--- src/rtl/regfile_wb_arbiter.sv ---
// Arbitrates the single register-file write port between N_REQ writeback sources.
// Req 0 (pipeline WB) is favoured, others are round-robin, with starvation override.
module regfile_wb_arbiter #(
  parameter int N_REQ      = 3,
  parameter int STARVE_MAX = 4,
  parameter int AW         = 5,
  parameter int DW         = 32,
  localparam int IDW       = (N_REQ > 1) ? $clog2(N_REQ) : 1
) (
  input  logic                clk_i,
  input  logic                rst_i,
  input  logic [N_REQ-1:0]    req_valid_i,
  input  logic [N_REQ*AW-1:0] req_addr_i,
  input  logic [N_REQ*DW-1:0] req_data_i,
  output logic [N_REQ-1:0]    req_ready_o,
  output logic                rf_we_o,
  output logic [AW-1:0]       rf_waddr_o,
  output logic [DW-1:0]       rf_wdata_o,
  output logic [IDW-1:0]      grant_id_o
);

  localparam int CW = $clog2(STARVE_MAX + 1);

  logic [IDW-1:0] rr_ptr;
  logic [CW-1:0]  wait_cnt [1:N_REQ-1];

  logic           grant_vld;
  logic [IDW-1:0] grant_idx;
  logic [N_REQ-1:0] grant_oh;
  logic [AW-1:0]  sel_addr;
  logic [DW-1:0]  sel_data;

  always_comb begin : grant_logic
    logic           starve_hit;
    logic           rr_hit;
    logic [IDW-1:0] starve_idx;
    logic [IDW-1:0] rr_idx;
    int             rr_base;
    int             cand;
    // NOTE: every variable gets a default before any condition, so no latch is inferred.
    starve_hit = 1'b0;
    starve_idx = '0;
    rr_hit     = 1'b0;
    rr_idx     = '0;
    rr_base    = int'(rr_ptr) - 1;
    cand       = 0;
    grant_vld  = 1'b0;
    grant_idx  = '0;
    grant_oh   = '0;
    sel_addr   = '0;
    sel_data   = '0;

    // Descending scans so the lowest index / nearest-to-rr_ptr candidate is written last.
    for (int i = N_REQ - 1; i >= 1; i--) begin
      if (req_valid_i[i] && wait_cnt[i] == CW'(STARVE_MAX)) begin
        starve_hit = 1'b1;
        starve_idx = IDW'(i);
      end
    end
    for (int k = N_REQ - 2; k >= 0; k--) begin
      cand = 1 + ((rr_base + k) % (N_REQ - 1));
      if (req_valid_i[cand]) begin
        rr_hit = 1'b1;
        rr_idx = IDW'(cand);
      end
    end

    if (!rst_i) begin
      if (starve_hit) begin
        grant_vld = 1'b1;
        grant_idx = starve_idx;
      end else if (req_valid_i[0]) begin
        grant_vld = 1'b1;
        grant_idx = '0;
      end else if (rr_hit) begin
        grant_vld = 1'b1;
        grant_idx = rr_idx;
      end
    end

    for (int i = 0; i < N_REQ; i++) begin
      if (grant_vld && grant_idx == IDW'(i)) begin
        grant_oh[i] = 1'b1;
        sel_addr    = req_addr_i[i*AW +: AW];
        sel_data    = req_data_i[i*DW +: DW];
      end
    end
  end

  assign req_ready_o = grant_oh;

  // NOTE: sequential state uses non-blocking assignments so all registers update together.
  always_ff @(posedge clk_i) begin
    if (rst_i) begin
      rf_we_o    <= 1'b0;
      rf_waddr_o <= '0;
      rf_wdata_o <= '0;
      grant_id_o <= '0;
      rr_ptr     <= IDW'(1);
      // NOTE: the wait counters are a tiny array of control state, so they are reset too.
      for (int i = 1; i < N_REQ; i++) begin
        wait_cnt[i] <= '0;
      end
    end else begin
      rf_we_o <= grant_vld && (sel_addr != '0);
      if (grant_vld) begin
        rf_waddr_o <= sel_addr;
        rf_wdata_o <= sel_data;
        grant_id_o <= grant_idx;
        if (grant_idx != '0) begin
          rr_ptr <= (grant_idx == IDW'(N_REQ - 1)) ? IDW'(1) : grant_idx + IDW'(1);
        end
      end
      for (int i = 1; i < N_REQ; i++) begin
        if (!req_valid_i[i] || grant_oh[i]) begin
          wait_cnt[i] <= '0;
        end else if (wait_cnt[i] != CW'(STARVE_MAX)) begin
          wait_cnt[i] <= wait_cnt[i] + CW'(1);
        end
      end
    end
  end

endmodule

--- config.mk ---
export PLATFORM = sky130hd
export DESIGN_NAME = regfile_wb_arbiter
export DESIGN_NICKNAME = d
export VERILOG_FILES = /design/src/rtl/regfile_wb_arbiter.sv
export SDC_FILE = /design/constraint.sdc
export NUM_CORES = 1
export LEC_CHECK = 0
export ABC_AREA = 1
export BUFFER_PORTS_ARGS = -buffer_cell sky130_fd_sc_hd__clkbuf_2
export CAP_MARGIN = 20
export CORE_UTILIZATION = 31
export CTS_BUF_LIST = sky130_fd_sc_hd__clkbuf_16
export DETAILED_ROUTE_END_ITERATION = 10
export PLACE_DENSITY_LB_ADDON = 0.12
export SLEW_MARGIN = 10
export SYNTH_ARGS = -nofsm -noshare
export SYNTH_HDL_FRONTEND = slang
export SYNTH_SLANG_ARGS = --single-unit
--- constraint.sdc ---
create_clock -name clk_i -period 4.6 [get_ports clk_i]
set_clock_uncertainty 0.2 [all_clocks]
set_input_delay 0.69 -clock clk_i [delete_from_list [all_inputs] [get_ports clk_i]]
set_output_delay 0.69 -clock clk_i [all_outputs]
set_load 0.05 [all_outputs]
# Word-level counts from Yosys, hierarchy flattened
# Memories as Yosys holds them, arrays and structs flattened.
# Index checks and enable logic that the tools add are counted.
[word_totals] reg_bits=42 ram_bits=6 inputBits=116 wordCells=93 n_memories=1
[classes] add_sub_neg=7 order_cmp=2 n_eq_ne=6 n_mux=52 n_bitwise=6 n_reduce_logical=14
[memory_table] memory="wait_cnt" words=2 width=3 rd=2 rd_clocked_by_memory_dff=0 write_ports=2 line="25" text="logic [CW-1:0] wait_cnt [1:N_REQ-1];"
[op_table] cell="2-to-1 mux 32 bit" n=3
[op_table] cell="2-to-1 mux 1 bit" n=31
[op_table] cell="2-to-1 mux 2 bit" n=9
[op_table] cell="2-to-1 mux 5 bit" n=3
[op_table] cell="2-to-1 mux 3 bit" n=4
[op_table] cell="< comparator 3 x 4 -> 1 bit (second input constant)" n=2
[op_table] cell="adder 2 x 2 -> 3 bit (first input constant)" n=2
[op_table] cell="adder 3 x 1 -> 3 bit (second input constant)" n=2
[op_table] cell="equality test 3 bit (second input constant)" n=2
[op_table] cell="logical AND 1 bit" n=6
[op_table] cell="inequality test 3 bit (second input constant)" n=2
[op_table] cell="nonzero test 5 bit" n=1
[op_table] cell="adder 3 x 2 -> 4 bit (second input constant)" n=1
[op_table] cell="binary-select mux 1 bit (select 2 bit)" n=2
[op_table] cell="bitwise OR 1 bit" n=4
[op_table] cell="subtractor 2 x 1 -> 3 bit (second input constant)" n=1
[op_table] cell="adder 2 x 1 -> 2 bit (second input constant)" n=1
[op_table] cell="AND 1 bit" n=2
[op_table] cell="equality test 2 x 1 -> 1 bit (second input constant)" n=1
[op_table] cell="equality test 2 bit (second input constant)" n=1
[op_table] cell="logical NOT 1 bit" n=2
[op_table] cell="logical NOT 2 bit" n=1
[op_table] cell="logical OR 1 bit" n=2
[op_table] cell="AND reduction 2 bit" n=1
[op_table] cell="nonzero test 2 bit" n=1

# Depth between registers and ports, before layout
[depth] depth_word=22 mapped_depth=15

# Worst setup path after synthesis
# Ideal clock, no wire load.
[synth_timing] path_kind="input to output" start="in req_valid_i[1]" end="out req_ready_o[1]" t_arrival_ps=1693 required_ps=3710 setup_slack_ps=2017 path_stages=8 path_cell_list="nand3_1 nand2_1 nor2_1 nand2_1 nor2_2 nor2_8 nor2_4 buf_2"
[synth_via] elab_chain_cells=12 elab_cells_between_ends=24 cone_classes="1 x eq/ne; 21 x mux; 2 x reduce/logical"
[synth_rtl] element="start: declaration" line="12" text="input logic [N_REQ-1:0] req_valid_i,"
[synth_rtl] element="binary-select mux 1 bit (select 2 bit)" line="62" text="if (req_valid_i[cand]) begin"
[synth_rtl] element="2-to-1 mux 1 bit (implied by the code) (2 in series)" line="62"
[synth_rtl] element="2-to-1 mux 2 bit / 2-to-1 mux 1 bit (equally long branches) (2 in series)" line="62"
[synth_rtl] element="2-to-1 mux 2 bit" line="75" text="end else if (rr_hit) begin"
[synth_rtl] element="2-to-1 mux 2 bit" line="72" text="end else if (req_valid_i[0]) begin"
[synth_rtl] element="2-to-1 mux 2 bit" line="69" text="if (starve_hit) begin"
[synth_rtl] element="2-to-1 mux 2 bit" line="68" text="if (!rst_i) begin"
[synth_rtl] element="equality test 2 x 1 -> 1 bit" line="82" text="if (grant_vld && grant_idx == IDW'(i)) begin"
[synth_rtl] element="logical AND 1 bit *" line="82"
[synth_rtl] element="2-to-1 mux 1 bit *" line="82"
[synth_rtl] element="end: declaration" line="15" text="output logic [N_REQ-1:0] req_ready_o,"
# Every way passes the cells marked *; elsewhere a longest branch is shown, timed or not. The select of a mux whose other input is x is not followed.

# Worst setup path in the final report
[layout_timing] start="in rst_i" end="out req_ready_o[2]"
[layout_via] elab_chain_cells=4 elab_cells_between_ends=5 cone_classes="1 x eq/ne; 3 x mux; 1 x reduce/logical"
[layout_rtl] element="start: declaration" line="11" text="input logic rst_i,"
[layout_rtl] element="2-to-1 mux 2 bit" line="68"
[layout_rtl] element="equality test 2 bit" line="82"
[layout_rtl] element="logical AND 1 bit *" line="82"
[layout_rtl] element="2-to-1 mux 1 bit *" line="82"
# Every way passes the cells marked *; elsewhere a longest branch is shown, timed or not.

==> key figures <==
Critical path
  • Cell Chain, Critical Path: clkbuf_2, inv_2, nand2_1, inv_1, nand2_2, inv_1, clkbuf_2
  • Worst EP arrival: about 2.1 ns
  • Max incr delay on CP: 0.50 ns
  • Reg-to-reg endpoint: rf_wdata_o[30]$_SDFFE_PP0P_
  • Crit path max-delay cell type: inv_2
  • Reg-to-Reg Start: wait_cnt[2][0]$_SDFFCE_PN0P_
  • CP Data Required Time: roughly 3.7 ns
  • Slack of the worst reg-to-reg path: approximately 2.2 ns
  • Setup Crit Path Kind: primary input to primary output
  • Critical Path Source Type: primary input
  • Worst setup EP type: primary output
  • Crit-path max FO: 37
  • Worst R2R Path Depth: 16

Drt
  • Drt total wl: just over 7 mm
  • ANT nets after route: 0
  • DR DRC count: 0
  • Total iterations of the first detailed-routing run: 4
  • First-iteration detailed-routing DRC count: 100
  • Vias per cell: 4.36
  • WL/cell: about 11 µm
  • Vias: roughly 2900

GRT
  • GRT overflow: 0
  • Vias in the first global route: between 2000 and 3000
  • Largest net degree at the start of global routing: 39
  • Total track usage: roughly 16%
  • Antenna violations before repair: 0
  • First-pass GRT wire length: between 10 and 15 mm

Min path
  • Hold Path End: grant_id_o[1]$_SDFFE_PP0P_
  • Hold depth: 2
  • Hold_sp: grant_id_o[1]$_SDFFE_PP0P_
  • HP Class: flip-flop to flip-flop

Layout
  • # fillers: roughly 900
  • Commonest non-fill, non-tap cell in the layout: nand2_1
  • Cell area after layout: approximately 0.0036 mm²
  • Most frequent cells in the layout: nand2_1, clkbuf_2, inv_1
  • Share of layout cells above drive strength 1: approximately a third
  • Ant diodes: 0
  • Non-Filler Instances: 660
  • Layout net count: between 600 and 700
  • Layout area overhead: 37.5%

Timing
  • Rel. slew slack: around three fifths
  • Worst-Margin Slew: ~0.60 ns
  • Final Hold Fails: 0
  • Slew Limit Fails: 0
  • Min Clock Period, post-route: around 3 ns
  • Worst setup slack after layout: approximately 1.6 ns
  • WHS: between 0.2 and 0.3 ns
  • Final setup violation count: 0
  • Fin crit share: approximately 65%
  • Max Fclk: around 330 MHz
  • Setup total negative slack: 0 ns
  • RSZ-0062 raised after global routing: false

Logic synthesis
  • Syn avg cell area: 6.55 µm²
  • Cell variety after synth: 27
  • Synth warnings: 0
  • Adder-cell area share of the yosys netlist: between 1.5 and 2%
  • Synth Area in Compound Gates: 2.43%
  • Post-synthesis mux area share: 0%
  • FF+latch count, synth: 48
  • Post-Synth XOR/XNOR Area: less than 1%
  • Largest family of logic cells by synthesized area: simple AND/OR/NAND/NOR gates
  • Post-synthesis sequential area ratio: 38.8%
  • Post-Synth Simple-Gate Area: a little over two fifths
  • Synthesized area: approximately 0.0026 mm²
  • Synth Instances: ~400

CTS
  • Post_cts resized: 0
  • Clock sinks: 48
  • Clock-pin slew on the worst setup and hold paths: about 0.060 ns
  • Hold-fix buffer count after cts: 0
  • TritonCTS buffer count: 5
  • CTS tree: yes
  • Latest clock arrival within the worst-skew pair: ~0.28 ns
  • Max Buffers Root-to-Sink: 2
  • H-Tree Depth: 2
  • Root Driver: clkbuf_16
  • Post-CTS setup buffer count: 0

Placement
  • Placed instance count: about 650
  • Gpl congestion: 0.794
  • DP Area: 0.00346 mm²
  • Hpwl dp: ~5.4 mm
  • Port Buffer Count: 158
  • Setup WS pre-CTS: approximately 1.5 ns

Power
  • Pwr Density: 359 mW/mm²
  • Peak supply drop: roughly 0.15 mV
  • Leakage Power: between 2 and 2.5 nW

Run
  • Max-cap violations: 0

Floorplanning
  • Initial Util: roughly 32%
  • Die height: 94.1 µm
  • Die Span X: ~94 µm
  • # rows: 33
  • Core area: slightly above 0.008 mm²
  • Full die area: slightly below 0.009 mm²
  • Ports: around 160

Status
  • Status: completed
routing by layer:
layer	track usage, %	share of wire [%]	wire (µm)
met5	0	0	0
met4	4.10	0.84	60
met3	3.16	6.3	450
met2	27.6	46	3300
met1	19.2	46	3310
synth_stat cells:
cell type / count / area, µm²
o21ai_0: 5 / 25.0
buf_6: 4 / 45.0
buf_4: 6 / 45.0
a31oi_1: 1 / 6.26
nand2_2: 2 / 12.5
buf_1: 3 / 11.3
nor2_4: 1 / 11.3
nand4_1: 37 / 231
nand2_1: 184 / 691
nor2_8: 1 / 20.0
xnor2_1: 2 / 17.5
nand3_1: 14 / 70.1
or2_1: 1 / 6.26
o211ai_1: 1 / 7.51
dfxtp_1: 42 / 841
nor2_2: 1 / 6.26
clkbuf_1: 1 / 3.75
ha_1: 4 / 50.1
a21oi_1: 5 / 25.0
inv_4: 1 / 6.26
nor2_1: 20 / 75.1
conb_1: 1 / 3.75
edfxtp_1: 6 / 180
nand3_2: 2 / 20.0
inv_1: 49 / 184
inv_2: 3 / 11.3
buf_2: 5 / 25.0
through the flow:
step / power, mW / utilization (%)
finish: 1.30 / 44.0
global route: 1.38 / 44.0
CTS: 1.32 / 44.0
detailed placement: 0.935 / 42.1
global placement: 0.936 / 42.1
floorplan: 0.815 / -
area by class of cell:
cell class	count	area, µm²	share of cell area, %
clock buffers	6	150	4.15
repair buffers	162	821	22.7
clock inverters	2	7.51	0.207
inverters	53	201	5.57
multi-input cells	284	1290	35.5
flip-flops and latches	48	1020	28.2
well taps	105	131	3.63
worst max-delay path by stage:
stage | start | end | slack (ns) | cells past startpoint
detailed placement | rst_i | req_ready_o[2] | 1.55 | 7
floorplan | req_valid_i[1] | req_ready_o[1] | 2.02 | 8
global placement | rst_i | req_ready_o[2] | 1.56 | 7
CTS | rst_i | req_ready_o[2] | 1.55 | 7
global route | rst_i | req_ready_o[0] | 1.41 | 8
finish | rst_i | req_ready_o[2] | 1.59 | 7
flip-flops by register name (all words and copies together) (netlist names):
name and cells:
wait_cnt 6, rf_waddr_o 5, rr_ptr 2, rf_we_o 1, grant_id_o 2, rf_wdata_o 32
report_power, final:
group | switching [mW] | internal (mW)
clock network | 0.148 | 0.231
registers | 0.0254 | 0.469
logic | 0.301 | 0.126
worst max-delay path, delay by kind of cell:
family / cells / cell delay, ns
simple gates: 2 / 0.26
buf+inv: 5 / 1.17
logic make-up (layout without fill, tap and decap cells):
family                     Yosys count  in the layout
and+or+nand+nor                    263            263
buffers and inverters               72            223
DFF                                 48             48
AOI/OAI and AO/OA                   12             12
adders and majority gates            4              4
xor gates and xnor gates             2              2
other                                1              3
(Power assumes the default switching activity.)
